===== src/rtl/wb_result_fifo.sv =====
// wb_result_fifo
// Buffers the write-back result stream of the pipelined core. Each entry is
// {flag, salida}. The consumer reads it through a first-word-fall-through
// valid/ready handshake. The core never stalls, so a word that arrives while
// the FIFO is full and no pop happens is dropped and recorded in a sticky
// overflow flag.
// Optional build macro: WB_FIFO_STATS_EN adds the drop_cnt and high_wm
// statistics outputs.
module wb_result_fifo #(
  parameter int DATA_W = 32,
  parameter int DEPTH  = 16,
  parameter int ADDR_W = 4
) (
  input  logic              clk,
  input  logic              rst,
  input  logic              in_valid,
  input  logic [DATA_W-1:0] salida,
  input  logic              flag,
  output logic              out_valid,
  input  logic              out_ready,
  output logic [DATA_W-1:0] out_data,
  output logic              out_flag,
  output logic [ADDR_W:0]   count,
  output logic              full,
  output logic              overflow,
  input  logic              clr_ovf
`ifdef WB_FIFO_STATS_EN
  ,
  output logic [15:0]       drop_cnt,
  output logic [ADDR_W:0]   high_wm
`endif
);

  localparam logic [ADDR_W:0]   DEPTH_C   = (ADDR_W+1)'(DEPTH);
  localparam logic [ADDR_W:0]   CNT_ONE   = (ADDR_W+1)'(1);
  localparam logic [ADDR_W:0]   CNT_ZERO  = (ADDR_W+1)'(0);
  localparam logic [ADDR_W-1:0] PTR_ONE   = ADDR_W'(1);
  localparam logic [ADDR_W-1:0] PTR_ZERO  = ADDR_W'(0);

  // Storage and pointers
  logic [DATA_W:0]   mem_r [DEPTH];
  logic [ADDR_W-1:0] wr_ptr_r;
  logic [ADDR_W-1:0] rd_ptr_r;
  logic [ADDR_W:0]   count_r;
  logic [ADDR_W:0]   count_next_s;
  logic              valid_r;
  logic              full_r;
  logic              overflow_r;
  logic              overflow_next_s;

  // Handshake decode
  logic              push_s;
  logic              pop_s;
  logic              drop_s;
  logic [DATA_W:0]   head_s;

  // Decode push/pop/drop from registered occupancy and the live handshake.
  always_comb begin
    pop_s  = valid_r & out_ready;
    push_s = in_valid & (~full_r | pop_s);
    drop_s = in_valid & full_r & ~pop_s;
  end

  // Next occupancy: +1 on push only, -1 on pop only, otherwise held.
  always_comb begin
    count_next_s = count_r;
    case ({push_s, pop_s})
      2'b10:   count_next_s = count_r + CNT_ONE;
      2'b01:   count_next_s = count_r - CNT_ONE;
      default: count_next_s = count_r;
    endcase
  end

  // Sticky overflow: a drop this cycle overrides a simultaneous clear.
  always_comb begin
    overflow_next_s = overflow_r;
    if (drop_s) begin
      overflow_next_s = 1'b1;
    end else if (clr_ovf) begin
      overflow_next_s = 1'b0;
    end else begin
      overflow_next_s = overflow_r;
    end
  end

  // Entry storage; written only on an accepted push, so drops leave it intact.
  always_ff @(posedge clk) begin
    if (push_s) begin
      mem_r[wr_ptr_r] <= {flag, salida};
    end
  end

  // Pointers, occupancy and status flags, all registered.
  always_ff @(posedge clk or posedge rst) begin
    if (rst) begin
      wr_ptr_r   <= PTR_ZERO;
      rd_ptr_r   <= PTR_ZERO;
      count_r    <= CNT_ZERO;
      valid_r    <= 1'b0;
      full_r     <= 1'b0;
      overflow_r <= 1'b0;
    end else begin
      if (push_s) begin
        wr_ptr_r <= wr_ptr_r + PTR_ONE;
      end
      if (pop_s) begin
        rd_ptr_r <= rd_ptr_r + PTR_ONE;
      end
      count_r    <= count_next_s;
      valid_r    <= (count_next_s != CNT_ZERO);
      full_r     <= (count_next_s == DEPTH_C);
      overflow_r <= overflow_next_s;
    end
  end

  // Head entry as seen by the consumer; forced to zero while empty.
  always_comb begin
    head_s = mem_r[rd_ptr_r];
    if (valid_r) begin
      out_data = head_s[DATA_W-1:0];
      out_flag = head_s[DATA_W];
    end else begin
      out_data = {DATA_W{1'b0}};
      out_flag = 1'b0;
    end
  end

  assign out_valid = valid_r;
  assign count     = count_r;
  assign full      = full_r;
  assign overflow  = overflow_r;

`ifdef WB_FIFO_STATS_EN
  logic [15:0]     drop_cnt_r;
  logic [15:0]     drop_cnt_next_s;
  logic [ADDR_W:0] high_wm_r;

  // Saturating drop counter; a drop this cycle overrides a simultaneous clear.
  always_comb begin
    drop_cnt_next_s = drop_cnt_r;
    if (drop_s) begin
      if (drop_cnt_r != 16'hFFFF) begin
        drop_cnt_next_s = drop_cnt_r + 16'd1;
      end else begin
        drop_cnt_next_s = drop_cnt_r;
      end
    end else if (clr_ovf) begin
      drop_cnt_next_s = 16'd0;
    end else begin
      drop_cnt_next_s = drop_cnt_r;
    end
  end

  // Statistics registers: drop count and peak occupancy since reset.
  always_ff @(posedge clk or posedge rst) begin
    if (rst) begin
      drop_cnt_r <= 16'd0;
      high_wm_r  <= CNT_ZERO;
    end else begin
      drop_cnt_r <= drop_cnt_next_s;
      if (count_next_s > high_wm_r) begin
        high_wm_r <= count_next_s;
      end
    end
  end

  assign drop_cnt = drop_cnt_r;
  assign high_wm  = high_wm_r;
`endif

endmodule


===== config.mk =====
export PLATFORM = sky130hd
export DESIGN_NAME = wb_result_fifo
export DESIGN_NICKNAME = d
export VERILOG_FILES = /design/src/rtl/wb_result_fifo.sv
export SDC_FILE = /design/constraint.sdc
export NUM_CORES = 1
export LEC_CHECK = 0
export CELL_PAD_IN_SITES_DETAIL_PLACEMENT = 1
export CELL_PAD_IN_SITES_GLOBAL_PLACEMENT = 1
export CORE_MARGIN = 1
export CORE_UTILIZATION = 45
export DETAILED_ROUTE_END_ITERATION = 10
export PLACE_DENSITY = 0.74
export SKIP_CTS_REPAIR_TIMING = 1
export SLEW_MARGIN = 20
export SYNTH_ARGS = -nofsm -noshare
export SYNTH_HDL_FRONTEND = slang
export SYNTH_SLANG_ARGS = --single-unit

===== constraint.sdc =====
create_clock -name clk -period 6.5 [get_ports clk]
set_clock_uncertainty 0.15 [all_clocks]
set_input_delay 0.65 -clock clk [delete_from_list [all_inputs] [get_ports clk]]
set_output_delay 0.65 -clock clk [all_outputs]
set_load 0.005 [all_outputs]

==> flow_summary.toml <==
[worst_setup_path]
crit_type = "reg -> out"
worstSetupStartpoint = "rd_ptr_r[2]"
slowest_delay_ps = 1050
crit_family = "buffers and inverters"
critical_path.cell_chain = "buf_4 > mux4_2 > mux2i_1 > o22ai_1 > clkdlybuf4s50_1"
startpoint_type = "flip-flop"
worstSetupEndpointType = "output pin"
required_ps = 5700
cp_max_fo = 61
path_buf_inv = 2
r2r-start = "out_valid"
cp_slowest_cell = "dfrtp_4"
arrival_ps = 3690

[pwr]
seqPwrFrac_pct = 42.5
p_per_area_nw_per_um2 = 448
internal_power_mw = 7.72
pwr-share-clk_pct = 28.9
swShare_pct = 29.1
finalPower_mw = 10.9
p_switching_mw = 3.18
max-vdd-ir-drop_uv = 277
p_leak_nw = 7.75
comb_power_share_pct = 28.7

[die]
dieArea_um2 = 47400
die_h_um = 218
core_um2 = 45700
ios = 79
die-width_um = 218
num_rows = 78
start_util_pct = 45.8

[finish]
antenna_cells = 0
drive_above_1_share_pct = 24.3
post-route-cell-area_um2 = 24300
fin_cells = 1665
syn_to_final_growth_pct = 16.2
utilization_pct = 53.3
nNetsFinal = 1070

[synth]
ys_async_sr_fraction_pct = 2.94
ys_top_cells_by_area = "edfxtp_1 76%, mux4_2 14%, mux2i_1 3.2%"
synth-seq-cells = 544
synth_flop_cell = "edfxtp_1"
synth_fp_nets = 960
ys_types = 40
synthTopCellsByCount = "528 x edfxtp_1, 132 x mux4_2, 67 x mux2i_1, 33 x o22ai_1, 21 x clkbuf_1"
avgSynthCellArea_um2 = 22.9
yosys_warnings = 0
yosysSeqAreaShare_pct = 77.6
synth_edf_count = 528
syn_inst = 914
synth.top_cell.area_share_pct = 75.7
synth_area_leader_cell = "edfxtp_1"
syn_area_um2 = 20900
yosysMostFrequentCell = "edfxtp_1"

[clock_network]
cts_tree = "built"
clk_latency_ps = 600
h-tree-depth = 2
cts_buffer_depth = 3
cts_buffers = 55
root_buffer = "clkbuf_16"
cts_sinks = 544
clkTransAtPathRegs_ps = 60

[detailed_routing]
wirelength_um = 45500
antenna_left = 0
drc = 0
vias = 9601
wl_per_cell_um = 27.3
via_per_inst = 5.77
drt-initial-drc-count = 729
first_pass_iters = 4

[timing]
fin_crit_ps = 4490
setup_viol = 0
fmax_mhz = 223
tightest_slew_ps = 1020
hold_viol = 0
report.final.slew_viol_count = 0
min_period_over_period_pct = 69.1
whs_ps = 301
worst_slack_ps = 2010
totalNegativeSetupSlack_ps = 0
rsz0062_at_grt = "false"
slew_headroom_pct = 32.0

[grt]
grt_pass1_wl_um = 68300
grt_overflow_total = 0
antenna_found_initial = 0
grt_start_max_net_pins = 62
globalRouteTotalUtil_pct = 19.9
grt_pass1_vias = 10500

[run]
drv_cap = 0

[place]
placed_area_um2 = 22500
gp_congestion = 0.716
dp_hpwl_um = 24800
place_inst = 1567
io_buffers = 78
place_ws_ps = 2360

[outcome]
status = "complete, no violations"

[min_path]
min_path_type = "in -> async"
==> state kept, by name, summed over array words and instances (netlist names) <==
signal / cells
count: 5
overflow: 1
rd_ptr_r: 4
full: 1
out_valid: 1
wr_ptr_r: 4
mem_r: 528
==> path summary, 6_finish.rpt <==
path	end	slack, ps	depth (start not counted)
max	out_data[21]	2010	5
min	count[3]	300	2
max reg2reg	out_valid	3030	11
min reg2reg	count[4]	380	1
max in group asynchronous	rd_ptr_r[2]	5400	2
min in group clk	count[4]	380	1
==> final cells by class <==
type | instances | area, um^2
clock buffers | 68 | 1430
clock inverters | 30 | 363
fillers | 3940 | 21300
inverters | 7 | 26.3
multi-input cells | 313 | 4510
flip-flops and latches | 544 | 16300
well taps | 600 | 751
repair buffers | 103 | 993
==> cells in the final DEF, fill, tap and decap left out, types with 4 or more instances in the layout <==
master,instances
edfxtp_1,528
mux4_2,132
clkdlybuf4s50_1,78
mux2i_1,67
clkbuf_16,55
o22ai_1,33
buf_4,23
clkbuf_1,13
dfrtp_1,13
nor2_4,12
xnor2_1,10
nand2_1,8
ha_1,8
clkinv_1,8
bufinv_16,7
inv_1,6
o21ai_0,4
nor3_2,4
clkinv_2,4
clkinvlp_4,4
clkinv_4,4
==> layer usage <==
layer / vias to the layer above / share of wire [%] / track usage, %
met2: 214 / 52 / 34.2
li1: 4090 / - / -
met5: - / 0 / 0
met4: 0 / 1.9 / 4.72
met3: 70 / 4.0 / 3.36
met1: 5227 / 42 / 26.3
==> cell families (layout without fill, tap and decap cells) <==
family	count (synthesis)	after routing	synth area share, %
buf+inv	57	208	1.36
mux	201	201	17.5
fa+ha+maj	8	8	0.478
compound gates	47	47	1.44
xor+xnor	11	11	0.460
flops	544	544	77.6
simple gates	46	46	1.11
==> power groups by stage <==
| stage | Sequential [mW] | Clock, mW | Combinational, mW |
|---|---|---|---|
| global placement | 4.67 | 0 | 3.12 |
| global route | 4.68 | 3.32 | 3.35 |
| floorplan | 4.40 | 0 | 2.16 |
| detailed placement | 4.71 | 0 | 3.17 |
| finish | 4.63 | 3.14 | 3.13 |
| CTS | 4.64 | 3.21 | 3.20 |
==> worst reg2reg max path, stage by stage, from the launching register on <==
cell and delay [ps]:
dfrtp_1 430, nand2_1 150, a21boi_1 600, inv_1 160, ha_1 350, xor2_1 200
ha_1 220, a21oi_1 160, mux2i_1 240, xnor2_1 110, or2_1 260, or3_1 310
No activity file was read; power rests on OpenSTA's default activity.
